<file path="src/rtl/phy_pkg.sv">
// Shared PHY link definitions for the transmit and receive sides.
// Comma symbol, lane count, sync depth and the link state encoding.
package phy_pkg;

    localparam logic [7:0] COM_SYM    = 8'hBC;
    localparam int         LANES      = 4;
    localparam int         SYNC_COUNT = 4;

    typedef enum logic [1:0] {
        SEARCH = 2'd0,
        SYNC   = 2'd1,
        ACTIVE = 2'd2
    } phy_state_e;

    function automatic logic is_com_sym(input logic [7:0] b,
                                        input logic [7:0] com);
        return b == com;
    endfunction

endpackage

</file>
<file path="src/rtl/phy_s2p_align.sv">
// Serial-to-parallel front end: shift register, bit counter, comma detect.
// While hunting the counter is held at 0 so a comma fixes the byte boundary.
module phy_s2p_align
    import phy_pkg::*;
#(
    parameter logic [7:0] COM = COM_SYM
) (
    input  logic       clk_32f,
    input  logic       rst,
    input  logic       data_in,
    input  logic       hunt,
    output logic [7:0] rx_byte,
    output logic       byte_stb,
    output logic       is_com
);

    logic [6:0] sr;
    logic [2:0] bit_cnt;

    assign rx_byte  = {sr, data_in};
    assign is_com   = is_com_sym(rx_byte, COM);
    assign byte_stb = !hunt && (bit_cnt == 3'd7);

    // shift every bit in, MSB first
    always_ff @(posedge clk_32f) begin
        if (rst) sr <= '0;
        else     sr <= rx_byte[6:0];
    end

    // bit position within the current byte; idle at 0 while hunting
    always_ff @(posedge clk_32f) begin
        if (rst || hunt) bit_cnt <= '0;
        else             bit_cnt <= bit_cnt + 3'd1;
    end

endmodule

</file>
<file path="src/rtl/phy_rx_unstripe.sv">
// Receive un-striper: comma alignment, sync FSM, round-robin lane rebuild.
// Optional PHY_RX_RESYNC_EN: a mid-word comma also drops back to SEARCH.
module phy_rx_unstripe
    import phy_pkg::*;
#(
    parameter logic [7:0] COM        = COM_SYM,
    parameter int         SYNC_COUNT = phy_pkg::SYNC_COUNT,
    parameter int         LANES      = phy_pkg::LANES
) (
    input  logic       clk_32f,
    input  logic       rst,
    input  logic       data_in,
    output logic       active,
    output logic [7:0] out0,
    output logic [7:0] out1,
    output logic [7:0] out2,
    output logic [7:0] out3,
    output logic       valid_out0,
    output logic       valid_out1,
    output logic       valid_out2,
    output logic       valid_out3,
    output logic       err
);

    localparam int CW = $clog2(SYNC_COUNT + 1);
    localparam int LW = $clog2(LANES);
    localparam logic [CW-1:0] SYNC_LAST = CW'(SYNC_COUNT);
    localparam logic [LW-1:0] LANE_LAST = LW'(LANES - 1);

    phy_state_e    state_q, state_d;
    logic [CW-1:0] com_cnt_q, com_cnt_d;
    logic [LW-1:0] lane_q, lane_d;
    logic [7:0]    buf0, buf1, buf2;
    logic          valid_q, err_q, active_q;
    logic          store, word_done, err_d;

    logic [7:0] rx_byte;
    logic       byte_stb;
    logic       is_com;

    phy_s2p_align #(.COM(COM)) u_align (
        .clk_32f  (clk_32f),
        .rst      (rst),
        .data_in  (data_in),
        .hunt     (state_q == SEARCH),
        .rx_byte  (rx_byte),
        .byte_stb (byte_stb),
        .is_com   (is_com)
    );

    // next state, counters and byte disposition
    always_comb begin
        state_d   = state_q;
        com_cnt_d = com_cnt_q;
        lane_d    = lane_q;
        store     = 1'b0;
        word_done = 1'b0;
        err_d     = 1'b0;
        unique case (state_q)
            SEARCH: begin
                if (is_com) begin
                    state_d   = SYNC;
                    com_cnt_d = CW'(1);
                end
            end
            SYNC: begin
                if (byte_stb) begin
                    if (is_com) begin
                        com_cnt_d = com_cnt_q + CW'(1);
                        if (com_cnt_d == SYNC_LAST) state_d = ACTIVE;
                    end else begin
                        state_d   = SEARCH;
                        com_cnt_d = '0;
                    end
                end
            end
            ACTIVE: begin
                if (byte_stb) begin
                    if (is_com) begin
                        if (lane_q != '0) begin
                            err_d  = 1'b1;
                            lane_d = '0;
`ifdef PHY_RX_RESYNC_EN
                            state_d   = SEARCH;
                            com_cnt_d = '0;
`endif
                        end
                    end else if (lane_q == LANE_LAST) begin
                        word_done = 1'b1;
                        lane_d    = '0;
                    end else begin
                        store  = 1'b1;
                        lane_d = lane_q + LW'(1);
                    end
                end
            end
            default: begin
                state_d   = SEARCH;
                com_cnt_d = '0;
                lane_d    = '0;
            end
        endcase
    end

    // link state and counters
    always_ff @(posedge clk_32f) begin
        if (rst) begin
            state_q   <= SEARCH;
            com_cnt_q <= '0;
            lane_q    <= '0;
            active_q  <= 1'b0;
            err_q     <= 1'b0;
        end else begin
            state_q   <= state_d;
            com_cnt_q <= com_cnt_d;
            lane_q    <= lane_d;
            active_q  <= (state_d == ACTIVE);
            err_q     <= err_d;
        end
    end

    // hold lanes 0..2 until the lane-3 byte completes the word
    always_ff @(posedge clk_32f) begin
        if (rst) begin
            buf0 <= '0;
            buf1 <= '0;
            buf2 <= '0;
        end else if (store) begin
            case (lane_q)
                LW'(0):  buf0 <= rx_byte;
                LW'(1):  buf1 <= rx_byte;
                default: buf2 <= rx_byte;
            endcase
        end
    end

    // publish the full word with a one-cycle strobe
    always_ff @(posedge clk_32f) begin
        if (rst) begin
            out0    <= '0;
            out1    <= '0;
            out2    <= '0;
            out3    <= '0;
            valid_q <= 1'b0;
        end else begin
            valid_q <= word_done;
            if (word_done) begin
                out0 <= buf0;
                out1 <= buf1;
                out2 <= buf2;
                out3 <= rx_byte;
            end
        end
    end

    assign active     = active_q;
    assign err        = err_q;
    assign valid_out0 = valid_q;
    assign valid_out1 = valid_q;
    assign valid_out2 = valid_q;
    assign valid_out3 = valid_q;

endmodule

</file>
<file path="config.mk">
export PLATFORM = sky130hd
export DESIGN_NAME = phy_rx_unstripe
export DESIGN_NICKNAME = d
export VERILOG_FILES = /design/src/rtl/phy_pkg.sv /design/src/rtl/phy_s2p_align.sv /design/src/rtl/phy_rx_unstripe.sv
export SDC_FILE = /design/constraint.sdc
export NUM_CORES = 1
export LEC_CHECK = 0
export ABC_AREA = 0
export CAP_MARGIN = 30
export CORE_AREA = 2 2 82 84
export DETAILED_ROUTE_END_ITERATION = 6
export DIE_AREA = 0 0 84 86
export GPL_ROUTABILITY_DRIVEN = 0
export PLACE_DENSITY = 0.69
export SLEW_MARGIN = 0
export SYNTH_ARGS = -nofsm -noshare
export SYNTH_HDL_FRONTEND = slang
export SYNTH_HIERARCHICAL = 1
export SYNTH_SLANG_ARGS = --single-unit
</file>
<file path="constraint.sdc">
create_clock -name clk_32f -period 1.8 [get_ports clk_32f]
set_input_delay 0.36 -clock clk_32f [delete_from_list [all_inputs] [get_ports clk_32f]]
set_output_delay 0.36 -clock clk_32f [all_outputs]
set_load 0.03 [all_outputs]
</file>
==> run summary <==
Initial Util: 46.66%
Primary FF master, synth: dfxtp_1
Skew-Pair Late Insertion Delay: 0.34 ns
dpl cells: 396
TNS Setup: 0 ns
Fill cells: 531
post-DP HPWL: 3.836 mm
total track usage: 16.08%
layout net count: 340
Cells after Synth: 282
chip height: 86 µm
Reg2Reg Setup Slack: 0.14 ns
initial antenna violation count: 0
Ant. Diodes: 0
pin count of the biggest net entering global routing: 31
Syn Nets: 292
setup violators final: 0
yosys synthesis warning count: 6
fin util: 59.48%
first-pass GRT wire length: 9.135 mm
RR Startpoint: u_align/bit_cnt[0]
Max H-tree Level: 3
period utilization: 96.35%
Peak supply drop: 0.4484 mV
main combinational cell family by area after synthesis: multiplexers
PwrDens: 842.7 nW/µm²
IO Pins: 41
P&R area growth vs syn: 27.47%
Port Buffers: 40
routed via count: 2040
GRT overflow: 0
Clock Sinks: 76
relative slew slack: 78.24%
outcome: finished, final reports clean
Reg clk slew, reported paths: 0.07 ns
crit-path cells: clkdlybuf4s50_1
Worst Path Buf+Inv: 1
multi-input logic area: 1265 µm²
reg2reg path depth: 7
most frequent cells in the layout: dfxtp_1, nand2_1, mux2i_1, clkdlybuf4s50_1
library cells used by synthesis: 38
average cell area after synthesis: 10.39 µm²
Clock Path Buffers: 2
Chip Width: 84 µm
power after layout: 3146 µW
WL per Instance: 13.29 µm
combined flip-flop and latch cell area: 1521 µm²
Critical Path RT: 1.44 ns
drt initial violations: 71
delay-heaviest family, CP: buffers and inverters
FFs w/ async S/R, synth: 0%
clk_skew: 0.007498 ns
fin. max-slew vios: 0
critical path type: flop to output pin
core area: 6277 µm²
EDFF count, synth: 0
drt via density: 4.964
Post-Synth Adder-Cell Area: 2.990%
RSZ-0062 raised after global routing: no
Max FO, Critical Path: 4
Final ANT Viol Nets: 0
complex-gate fraction of the synthesized area: 3.076%
Reg2Reg Capture Point: buf0[5]
Pre-antenna DRT Iters: 4
Final Hold Fails: 0
CP peak stage delay: 0.68 ns
die area: 7224 µm²
CP arrival: 1.37 ns
vias in the first global route: 1946
Worst Hold Depth: 1
most common cell after layout, fill and taps aside: dfxtp_1
DRC errors left: 0
XOR/XNOR Fraction of Synth Area: 0.2990%
Slowest-stage cell, CP: clkdlybuf4s50_1
CP endpoint kind: output pin
leak pwr: 0.001730 µW
area of the mapped netlist: 2929 µm²
post-synthesis mux area share: 19.14%
layout cell share with drive strength beyond 1: 11.98%
Post-Synth Simple-Gate Area: 17.43%
Hold EP: u_align/bit_cnt[0]
#FFs+latches synth: 76
Min-Delay Path Class: flop to flop
type of origin of the critical path: flop
final std cells w/o fill: 411
Row Count: 29
final wirelength: 5.463 mm
root buffer cell: clkbuf_8
Max-Cap Viols: 0
minimum clock period: 1.734 ns
Seq/Total Area, Yosys: 51.94%
post-placement cell area: 3506 µm²
CTS Buf Count: 9
fmax: 0.5766 GHz
worst hold start: u_align/bit_cnt[0]
actual slew at the worst max-slew pin: 0.3249 ns
count of hold-fix buffers inserted at cts: 0
CTS tree: built
final instance area: 3734 µm²
[power breakdown]
part           internal [µW]  switching [µW]
Sequential              1680            2.67
Combinational           24.3            40.4
Clock                    811             584
Total                   2520             627
[synth_stat cells (3+ instances only)]
cell,n,area (µm²)
buf_2,3,15.01
buf_4,7,52.55
buf_6,4,45.04
clkbuf_1,6,22.52
dfxtp_1,76,1521
ha_1,7,87.58
inv_1,3,11.26
mux2i_1,56,560.5
nand2_1,68,255.2
nand2b_1,3,18.77
nand3_1,3,15.01
nor2_1,4,15.01
nor2b_1,8,50.05
o21ai_0,3,15.01
[worst max-delay path by stage]
stage                  start         end  cells past startpoint
4_1_cts           valid_out0  valid_out0                      1
2_1_floorplan  u_align/sr[5]     buf0[4]                      7
6_report          valid_out0  valid_out2                      1
3_5_place_dp         data_in     buf0[0]                      6
3_3_place_gp         data_in     buf0[0]                      6
5_1_grt           valid_out0  valid_out2                      1
[state kept, by name, indices dropped and copies added (netlist names), 7 cells and up]
register    count
buf0            8
out1            8
out3            8
buf1            8
out2            8
out0            8
buf2            8
u_align/sr      7
[routing by layer]
| metal | wire [µm] | vias up | global-route usage (%) |
|---|---|---|---|
| met5 | 0 | - | 0 |
| met4 | 93 | 0 | 8.798 |
| met3 | 180 | 8 | 4.042 |
| met2 | 2558 | 30 | 24.87 |
| met1 | 2631 | 960 | 20.72 |
| li1 | - | 1042 | - |
[cell families (layout without fill, tap and decap cells)]
kind of cell               Yosys count  after routing
and+or+nand+nor                    105            105
buffers and inverters               24             76
xor gates and xnor gates             1              1
adders and majority gates            7              7
muxes                               56             56
AOI/OAI and AO/OA                   13             13
DFF                                 76             76
[repair_timing]
| action | in CTS | in global routing |
|---|---|---|
| setup endpoints to repair | 0 | 61 |
| resized for setup | 0 | 6 |
| buffers inserted | 0 | 0 |
[metrics by stage]
stage,hold WS (ns),worst slack (ns)
floorplan,0.4084,0.06974
global placement,0.4145,-0.2171
finish,0.4341,0.06567
global route,0.4431,0.001297
CTS,0.4344,0.02628
detailed placement,0.4243,-0.2680
[area by class of cell]
type	count	share of cell area, %
Clock buffer	11	3.787
Clock inverter	4	1.977
Inverter	4	0.4021
Multi-Input combinational cell	182	33.88
Sequential cell	76	40.75
Tap cell	77	2.580
Timing Repair Buffer	57	16.62
Note: power is estimated with default switching activity, not from simulation.
==> patch 1, RTL diff (same settings) <==
Encoding of `phy_state_e`: now one-hot (3 bits for 3 states).
--- a/src/rtl/phy_pkg.sv
+++ b/src/rtl/phy_pkg.sv
@@ -7,8 +7,8 @@
     localparam int         SYNC_COUNT = 4;
 
-    typedef enum logic [1:0] {
-        SEARCH = 2'd0,
-        SYNC   = 2'd1,
-        ACTIVE = 2'd2
+    typedef enum logic [2:0] {
+        SEARCH = 3'b001,
+        SYNC   = 3'b010,
+        ACTIVE = 3'b100
     } phy_state_e;
 
Check against the original RTL: same outputs for any inputs over 10 cycles, from zero or initial values and one cycle with rst high; not proved beyond that.
==> patch 1 against the original RTL <==
  * Sequential cell count increased by 1
  * Critical path depth increased by 5
  * Highest routed layer unchanged
  * Largest cell class unchanged
  * Design area increased by 6.5%
  * Critical endpoint is now lane_q[1]$_SDFFE_PP0P_
  * Total power decreased by 0.86%
  * Sequential share of layout area decreased by 1.9 points
  * Final cell count increased by 12%
  * Worst setup slack got worse by 0.050 ns
  * Wire length increased by 16%
  * Area after synthesis increased by 4.7%
==> patch 1: results (changes against the original RTL) <==
| Metric | Value |
|---|---|
| Routed WL | 6320 um (was 5460 um) |
| DRT iter0 DRCs | 133 (was 71) |
| Final net count | 388 (was 340) |
| R2R cell count | 6 (was 7) |
| Mean Syn Cell Area | 9.55 um^2 (was 10.4 um^2) |
| Inverter count | 3 (was 4) |
| R2R Path End | lane_q[1]$_SDFFE_PP0P_ (was buf0[5]$_SDFFE_PP0P_) |
| Synth unique cells | 41 (was 38) |
| Post-Route M1 WL | 3000 um (was 2630 um) |
| # fillers | 528 (was 531) |
| Final core utilization | 63.4% (was 59.5%) |
| Synthesized Nets | 331 (was 292) |
| Sequential element share of the synthesized area | 50.3% (was 51.9%) |
| Clkbuf count | 10 (was 11) |
| Worst IR drop on VDD | 0.533 mV (was 0.448 mV) |
| Area of the multi-input gates | 1380 um^2 (was 1260 um^2) |
| Placed cell areas | 3680 um^2 (was 3510 um^2) |
| Slew margin rel. | 73.3% (was 78.2%) |
| Multi-In Gates | 215 (was 182) |
| Pint | 2410 uW (was 2520 uW) |
| WL met2 | 2930 um (was 2560 um) |
| Overall power | 3120 uW (was 3150 uW) |
| Vias in the first global route | 2283 (was 1946) |
| DPL Wire Length | 4100 um (was 3840 um) |
| Clock group | 1350 uW (was 1400 uW) |
| All-Layer GR Usage | 19.1% (was 16.1%) |
| Worst EP arrival | 2.09 ns (was 1.37 ns) |
| Status | finished clean (unchanged) |
| Max Fanout on Critical Path | 5 (was 4) |
| Met1 global-route usage | 24.6% (was 20.7%) |
| Max Clk Rate | 561 MHz (was 577 MHz) |
| Layout cell share with drive strength beyond 1 | 21.9% (was 12.0%) |
| Synth top area share | 50.3% (was 51.9%) |
| Synth area leaders | dfxtp_1, mux2i_1, nand2_1 (unchanged) |
| Largest net degree at the start of global routing | 36 (was 31) |
| First-pass GRT wire length | 10800 um (was 9140 um) |
| Met3 usage | 4.72% (was 4.04%) |
| Signal buffers | 72 (was 57) |
| Worst R2R Start | u_align/sr[5]$_SDFF_PP0_ (was u_align/bit_cnt[0]$_SDFF_PP0_) |
| Hold Path Origin | rst (was u_align/bit_cnt[0]$_SDFF_PP0_) |
| Final clock-cell share | 5.25% (was 5.76%) |
| Synth cell count leaders | dfxtp_1, nand2_1, nor2_1 (was dfxtp_1, nand2_1, mux2i_1) |
| Non-clock buffering overhead | 18.6% (was 16.6%) |
| Seq cells | 77 (was 76) |
[patch 1: how the worst max path moves through the flow]
stage,endpoint,cells past startpoint
detailed placement,buf1[1]$_SDFFE_PP0P_,8
floorplan,com_cnt_q[0]$_SDFFE_PP0P_,6
global placement,out1[1]$_SDFFE_PP0P_,8
global route,active$_SDFF_PP0_,6
finish,lane_q[1]$_SDFFE_PP0P_,6
CTS,lane_q[1]$_SDFFE_PP0P_,8
[patch 1: kinds of logic (layout without fill, tap and decap cells)]
group | count (synthesis) | in the layout | synth area share, %
flip-flops | 77 | 77 | 50.3
AO/OA/AOI/OAI | 46 | 46 | 9.71
AND/OR/NAND/NOR | 135 | 135 | 21.7
buffers and inverters | 29 | 91 | 6.65
adder cells (fa/ha/maj) | 7 | 7 | 2.86
XOR/XNOR | 2 | 2 | 0.571
multiplexers | 25 | 25 | 8.20
[patch 1: what timing repair did]
item,4_1_cts,5_1_grt
hold buffers,0,0
buffers inserted,1,3
resized for setup,12,9
setup endpoints to repair,36,61
pin swaps,5,4
==> patch 2, RTL diff (same flow settings) <==
Without the edit above. The option `PHY_RX_RESYNC_EN` is turned on by a define.
--- a/src/rtl/phy_rx_unstripe.sv
+++ b/src/rtl/phy_rx_unstripe.sv
@@ -1,4 +1,6 @@
 // Receive un-striper: comma alignment, sync FSM, round-robin lane rebuild.
 // Optional PHY_RX_RESYNC_EN: a mid-word comma also drops back to SEARCH.
+`define PHY_RX_RESYNC_EN
+
 module phy_rx_unstripe
     import phy_pkg::*;
Function: same outputs for any inputs over 10 cycles, from zero or initial values and one cycle with rst high; that may be too few to reach the edited logic, so the function may still have changed.
==> patch 2 against the original RTL <==
  * The flow now finishes with violations (negative setup slack)
  * Area after synthesis shrank 0.17%
  * Clock skew up 0.0041 ns
  * Largest cell class unchanged
  * Sequential cell count did not move
  * Design area increased by 1.8%
  * Worst setup slack worse by 0.066 ns
  * Register-to-register slack got worse by 0.14 ns
  * Wire length up 3.6%
  * Total power is 0.57% lower
==> patch 2: results (changes against the original RTL) <==
| Metric | Value |
|---|---|
| Met3 usage | 4.43% (was 4.04%) |
| Grt met2 use | 28.9% (was 24.9%) |
| Clkbuf count | 10 (was 11) |
| DPL Wire Length | 3850 um (was 3840 um) |
| Max incr delay on CP | 0.35 ns (was 0.68 ns) |
| Signal buffers | 66 (was 57) |
| Failing checks | negative setup slack |
| R2R Path End | buf2[7]$_SDFFE_PP0P_ (was buf0[5]$_SDFFE_PP0P_) |
| Worst IR drop on VDD | 0.557 mV (was 0.448 mV) |
| Slew margin rel. | 72.5% (was 78.2%) |
| Status | finished, violations left (was finished clean) |
| Clk pwr share | 44.5% (was 44.4%) |
| Fraction of area in multi-input gates | 33.8% (was 33.9%) |
| Placed cell areas | 3530 um^2 (was 3510 um^2) |
| Met1 global-route usage | 20.1% (was 20.7%) |
| PnR worst setup slack | -0.00000777 ns (was 0.0657 ns) |
| Largest net degree at the start of global routing | 42 (was 31) |
| Synth cell count leaders | dfxtp_1, nand2_1, a21oi_1 (was dfxtp_1, nand2_1, mux2i_1) |
| Non-clock buffering overhead | 17.6% (was 16.6%) |
| Synthesized Nets | 330 (was 292) |
| DRT iter0 DRCs | 98 (was 71) |
| Final setup fails | 1 (was 0) |
| PD cells | 823 nW/um^2 (was 843 nW/um^2) |
| Final net count | 381 (was 340) |
| Multi-In Gates | 215 (was 182) |
| Min Hold Slack | 0.371 ns (was 0.434 ns) |
| Final clock-cell share | 5.66% (was 5.76%) |
| Psw | 648 uW (was 627 uW) |
| Vias in the first global route | 2132 (was 1946) |
| R2R cell count | 8 (was 7) |
| P_leak | 0.00151 uW (was 0.00173 uW) |
| Worst EP arrival | 2.02 ns (was 1.37 ns) |
| Post-Route M1 WL | 2640 um (was 2630 um) |
| Routed wl met3 | 201 um (was 180 um) |
patch 2: cell types whose count changed after synthesis, sizes merged, moves of 3 or more:
cell / unedited run / this run
a21oi: 2 / 40
mux2i: 56 / 24
nor2: 4 / 29
clkbuf: 6 / 12
nand2b: 3 / 0
nand3b: 1 / 4
patch 2: worst min-delay path: cells and delay by family:
kind / cells / cell delay [ns]
compound gates: 1 / 0.15
buf+inv: 2 / 0.17
patch 2: timing repair:
item	in CTS	in global routing
hold endpoints to repair	0	0
resized for setup	5	10
hold buffers	0	0
pin swaps	0	2
endpoints found under the setup margin	9	47
patch 2: metrics by stage:
stage / setup WS (ns) / utilization (%) / std cells
finish: -0.00000777 / 60.5 / 453
floorplan: 0.0102 / - / 320
global placement: -0.306 / 56.3 / 437
detailed placement: -0.376 / 56.3 / 437
CTS: -0.00132 / 60.1 / 453
global route: -0.0972 / 60.5 / 453
patch 2: worst min-delay path by stage:
stage / startpoint / endpoint / slack, ns / depth (start not counted)
3_5_place_dp: u_align/bit_cnt[0]$_SDFF_PP0_ / u_align/bit_cnt[0]$_SDFF_PP0_ / 0.43 / 1
4_1_cts: rst / com_cnt_q[2]$_SDFFE_PP0P_ / 0.36 / 3
2_1_floorplan: u_align/bit_cnt[0]$_SDFF_PP0_ / u_align/bit_cnt[0]$_SDFF_PP0_ / 0.42 / 1
3_3_place_gp: u_align/bit_cnt[0]$_SDFF_PP0_ / u_align/bit_cnt[0]$_SDFF_PP0_ / 0.42 / 1
6_report: rst / com_cnt_q[2]$_SDFFE_PP0P_ / 0.37 / 3
5_1_grt: rst / com_cnt_q[2]$_SDFFE_PP0P_ / 0.40 / 3
patch 2: logic make-up after synthesis:
logic type	share of synthesized area, %
compound gates	9.88
xor+xnor	0.300
fa+ha+maj	3.00
buf+inv	5.69
flops	52.0
mux	8.22
simple gates	20.9
